$ cat src/rtl/viterbi_pkg.sv
// rtl/viterbi_pkg.sv - code parameters shared by the convolutional encoder and the Viterbi decoder
package viterbi_pkg;

    localparam int       K_DEF  = 3;
    localparam logic [2:0] G0_DEF = 3'b111;
    localparam logic [2:0] G1_DEF = 3'b101;

    typedef enum logic {
        ENC_DATA,
        ENC_FLUSH
    } enc_state_t;

endpackage

$ cat src/rtl/conv_parity.sv
// rtl/conv_parity.sv - generator parity for one encoder window, returns {c0, c1}
module conv_parity #(
    parameter int K = 3
) (
    input  logic [K-1:0] w,
    input  logic [K-1:0] g0,
    input  logic [K-1:0] g1,
    output logic [1:0]   pair
);

    assign pair = {^(w & g0), ^(w & g1)};

endmodule

$ cat src/rtl/conv_encoder_k3.sv
// rtl/conv_encoder_k3.sv - rate-1/2 zero-terminated convolutional encoder with a one-deep output stage
module conv_encoder_k3
    import viterbi_pkg::*;
#(
    parameter int           K     = K_DEF,
    parameter logic [K-1:0] G0    = G0_DEF,
    parameter logic [K-1:0] G1    = G1_DEF,
    parameter int           CNT_W = 16
) (
    input  logic             clk,
    input  logic             rst,
    input  logic             in_valid,
    output logic             in_ready,
    input  logic             in_bit,
    input  logic             in_last,
    output logic             tx_valid,
    input  logic             tx_ready,
    output logic [1:0]       tx_pair,
    output logic             tx_last,
    output logic             busy,
    output logic [CNT_W-1:0] frame_cnt
);

    localparam int TAIL_W = 3;

    enc_state_t        state;
    logic [K-2:0]      sr;
    logic [TAIL_W-1:0] tail_cnt;
    logic              free;
    logic              enc;
    logic              b;
    logic              last_tail;
    logic [K-1:0]      w;
    logic [1:0]        pair;

    assign free      = !tx_valid || tx_ready;
    assign in_ready  = (state == ENC_DATA) && free;
    // In FLUSH the encoder feeds zeros whenever the output stage can take a pair.
    assign enc       = (state == ENC_DATA) ? (in_valid && free) : free;
    assign b         = (state == ENC_DATA) ? in_bit : 1'b0;
    assign w         = {sr, b};
    assign last_tail = (state == ENC_FLUSH) && (tail_cnt == TAIL_W'(K - 2));

    conv_parity #(.K(K)) u_parity (
        .w    (w),
        .g0   (G0),
        .g1   (G1),
        .pair (pair)
    );

    always_ff @(posedge clk) begin
        if (rst) begin
            state     <= ENC_DATA;
            sr        <= '0;
            tail_cnt  <= '0;
            tx_valid  <= 1'b0;
            tx_pair   <= 2'b00;
            tx_last   <= 1'b0;
            busy      <= 1'b0;
            frame_cnt <= '0;
        end else begin
            if (enc) begin
                sr       <= {sr[K-3:0], b};
                tx_pair  <= pair;
                tx_last  <= last_tail;
                tx_valid <= 1'b1;
            end else if (tx_ready) begin
                tx_valid <= 1'b0;
            end

            if (tx_valid && tx_ready && tx_last) begin
                busy      <= 1'b0;
                frame_cnt <= frame_cnt + 1'b1;
            end

            // A new frame accepted in the same cycle as the previous tx_last keeps busy set.
            case (state)
                ENC_DATA: begin
                    if (enc) begin
                        busy <= 1'b1;
                        if (in_last) begin
                            state    <= ENC_FLUSH;
                            tail_cnt <= '0;
                        end
                    end
                end
                ENC_FLUSH: begin
                    if (enc) begin
                        if (last_tail) begin
                            state <= ENC_DATA;
                        end else begin
                            tail_cnt <= tail_cnt + 1'b1;
                        end
                    end
                end
                default: state <= ENC_DATA;
            endcase
        end
    end

endmodule

$ cat config.mk
export PLATFORM = sky130hd
export DESIGN_NAME = conv_encoder_k3
export DESIGN_NICKNAME = d
export VERILOG_FILES = /design/src/rtl/viterbi_pkg.sv /design/src/rtl/conv_parity.sv /design/src/rtl/conv_encoder_k3.sv
export SDC_FILE = /design/constraint.sdc
export NUM_CORES = 1
export LEC_CHECK = 0
export CAP_MARGIN = 10
export CORE_ASPECT_RATIO = 0.75
export CORE_UTILIZATION = 40
export DETAILED_ROUTE_END_ITERATION = 6
export PLACE_DENSITY = 0.66
export SLEW_MARGIN = 10
export SYNTH_ARGS = -nofsm -noshare
export SYNTH_HDL_FRONTEND = slang
export SYNTH_SLANG_ARGS = --single-unit
$ cat constraint.sdc
create_clock -name clk -period 1.6 [get_ports clk]
set_input_delay 0.32 -clock clk [delete_from_list [all_inputs] [get_ports clk]]
set_output_delay 0.32 -clock clk [all_outputs]
set_load 0.005 [all_outputs]
==> run summary <==
The run finished with clean final reports. The data arrival time of the worst path came out at 1230 ps. The average instance in the mapped netlist occupies between 8 and 9 µm². The total die area is 3320 µm². The number of global-route vias before repair is ~1100. The cell count of the worst reg-to-reg path is 5. For the pin with the worst max-slew slack, the measured transition is about 380 ps. Of the available clock period, the critical path in the final layout requires 96.7%. The total leakage power is about 0.7 nW.

The repair_antennas step left the layout with diodes totalling 0. The number of optimization iterations in the first detailed-route pass came out at 4. The worst setup path is of the flip-flop to primary output kind. The post-synth net total is 150. The total power came out at 1.22 mW.

The maximum single-stage delay on the critical path is 500 ps. The number of hold buffers added after CTS was 0. The peak supply drop is approximately 0.54 mV. The worst-path cell with the longest stage delay is clkdlybuf4s50_1. The global-route wire length before repair came out at around 4800 µm.

The terminus of the critical flop-to-flop path is frame_cnt[15]. The clock-pin slew on the worst setup and hold paths is 90 ps. The maximum net fanout on the critical path came out at 4. The final instance area is between 1500 and 2000 µm².

The worst setup path is launched from a flip-flop. In this run the remaining antenna-violating nets after routing total 0. The number of distinct library cell variants in the gate-level netlist after synthesis is 38. In this run the register-to-register setup slack is ~80 ps. The final number of hold-violating endpoints is 0. The type of destination of the critical path is a primary output. The count of buffer and inverter cells on the critical path came out at 2.

The detailed router finished its first iteration with 25 violations. The initial utilization of the core area, before any placement, comes to between 40% and 50%. The cell area after synthesis came out at 1230 µm². The post-route netlist has around a fifth of its cells at a drive strength greater than 1.

The terminating pin of the worst hold path is tx_pair[0]. The start point of the worst min-delay path is tx_pair[0]. The total of endpoints with negative setup slack in the final report is 0. The total of flip-flops plus latches after synthesis came out at 27. The I/O pin count came out at 28. The count of input and output buffers came out at 27. Based on the critical path, the design can be clocked at up to between 0.6 and 0.7 GHz. The tree is rooted in a clkbuf_8. The maximum clock skew at final layout is 8.74 ps. Setup repair after global routing left no endpoint under its margin. The post-synthesis instance total is 141. The average routed wire per standard cell came out at around 12 µm. Entering global routing, the biggest net connects 15 pins. The initialized floorplan defines 17 standard-cell rows. The chip height came out at 50.1 µm.

For this run, the register share of the synthesized area comes to between 40% and 50%. The post-layout net count came out at 201. The hold path depth is 2. The count of synthesis-stage warnings from yosys came out at 0. In this design, the largest share of critical-path delay is due to buffers and inverters. For this run, the share of the core covered by cells in the final layout is 60.2%. Clock latency on the worst-skew pair, taken at its later pin, is 270 ps. The maximum count of clock buffers along a single path is 2.

The reported max-cap violation count came out at 0. The number of CTS-inserted buffers is 3. The number of max-slew violations in the final report came out at 0. The minimum clock period after layout is 1550 ps. The areal power density over the cells is 693 nW/µm². The signal on the critical path passes through buf_4 -> clkdlybuf4s50_1. The CTS tree is built.

The area growth from synthesis to layout is 43.1%. The HPWL after detailed placement came out at 2200 µm. The beginning of the worst register-to-register path is frame_cnt[3]. The number of clock sinks is 27. For the worst setup path, the data required time is 1280 ps. The via density per instance is 5.09.

The initial antenna violation count is 0. The placed standard-cell area came out at around 1700 µm². The weighted congestion at the end of routability-driven global placement is 0.858. The type of the tightest min-delay check is flip-flop to flip-flop. The total wire length after detailed routing is 2820 µm. The placeable core area came out at slightly below 3000 µm². The die extent in x is 66.2 µm. The overall global routing resource usage came out at 19.1%.

The headroom to the max-slew limit is approximately three quarters. The number of levels the H-tree was split into is 1. The final route contains 1166 vias. The DRC violation count after routing is 0. After global routing the overflow that remains totals 0.
## cells in the mapped netlist
cell type	count	area (µm²)
a32oi_1	2	17.5
and2_0	2	12.5
a21oi_1	9	45.0
and2b_1	1	7.51
nand3b_1	1	7.51
clkbuf_1	3	11.3
mux2i_1	2	20.0
a31oi_1	1	6.26
nor3_1	4	20.0
inv_1	1	3.75
xnor2_1	4	35.0
ha_1	3	37.5
and4_1	1	8.76
o21ai_0	7	35.0
nand3_1	7	35.0
dfxtp_1	27	541
or2_2	1	6.26
and2_1	1	6.26
or4_1	1	7.51
a21o_1	1	7.51
nor4b_1	1	8.76
buf_4	1	7.51
and3_1	2	12.5
and4_4	1	11.3
a22oi_1	1	7.51
nand2_1	9	33.8
nor2_1	18	67.6
nor2b_1	3	18.8
or2b_1	1	7.51
o21ai_1	1	5.00
xor2_1	8	70.1
nand3_4	1	17.5
or3_1	4	25.0
o31ai_1	2	15.0
buf_1	1	3.75
nand4_1	6	37.5
a311oi_1	1	8.76
nor4_1	1	6.26
## metal layers
metal	vias to the layer above	track usage, %	routed length [µm]
li1	600	-	-
met1	545	24.2	1430
met2	21	31.8	1290
met3	0	5.56	99
met4	0	3.90	0
met5	-	0	0
## power breakdown
group | internal [mW] | switching, mW | leakage [nW]
Sequential | 0.687 | 0.0108 | 0.222
Combinational | 0.0794 | 0.0625 | 0.445
Clock | 0.178 | 0.205 | 0.0228
## how the worst max path moves through the flow
stage,slack [ps],depth (start not counted),start,end
floorplan,80,5,tx_valid,frame_cnt[15]
detailed placement,-380,4,tx_ready,in_ready
finish,50,2,frame_cnt[5],frame_cnt[5]
global route,1,2,frame_cnt[4],frame_cnt[4]
CTS,7,1,frame_cnt[1],frame_cnt[1]
global placement,-350,4,tx_ready,in_ready
## tightest hold or removal path, stage by stage (launching register included)
cell	delay, ps
dfxtp_1	320
nand2_1	50
a21oi_1	60
## placed cells by master (no fill, tap or decap), types with 2 or more instances in the layout
cell type        count
xor2_1               8
ha_1                 3
and3_1               2
and2_0               2
clkdlybuf4s50_1     24
dfxtp_1             20
or3_1                4
buf_4               24
o31ai_1              2
nand3_1              7
mux2i_1              2
nor2b_1              3
nand2_1              9
nor3_1               4
nand4_1              6
a21oi_1              9
a32oi_1              2
dfxtp_2              7
xnor2_1              4
o21ai_0              7
nor2_1              18
clkbuf_8             3
## area by class of cell
type                       count  area [µm²]
fill                         266        1170
multi-input combinational    108         668
sequential                    27         549
timing repair buffer          51         453
tap                           38        47.5
clock buffer                   4        45.0
inverter                       1        3.75
## state kept, by name, summed over array words and instances, names as in the netlist
signal     count
frame_cnt     16
tail_cnt       3
sr             2
tx_pair        2
busy           1
state          1
tx_last        1
tx_valid       1
## timing repair
item	4_1_cts	5_1_grt
pin swaps	1	0
setup endpoints to repair	8	6
setup buffers	0	1
gates resized for setup	6	6
endpoints found under the hold margin	0	0
## metrics by stage
| stage | hold WS, ps | setup TNS [ps] | instances | setup WS, ps |
|---|---|---|---|---|
| after global routing | 510 | 0 | 229 | 1.21 |
| after CTS | 480 | 0 | 228 | 6.57 |
| after detailed placement | 466 | -4250 | 224 | -376 |
| after global placement | 446 | -3480 | 224 | -347 |
| final | 472 | 0 | 229 | 52.2 |
| after floorplan | 445 | 0 | 141 | 83.9 |
## cell families after synthesis
kind of cell	after synthesis	share of synthesized area (%)
adder cells (fa/ha/maj)	3	3.04
AO/OA/AOI/OAI	25	12.0
AND/OR/NAND/NOR	66	29.0
XOR/XNOR	12	8.51
multiplexers	2	1.62
flip-flops	27	43.8
buffers and inverters	6	2.13
(Power assumes the default switching activity.)
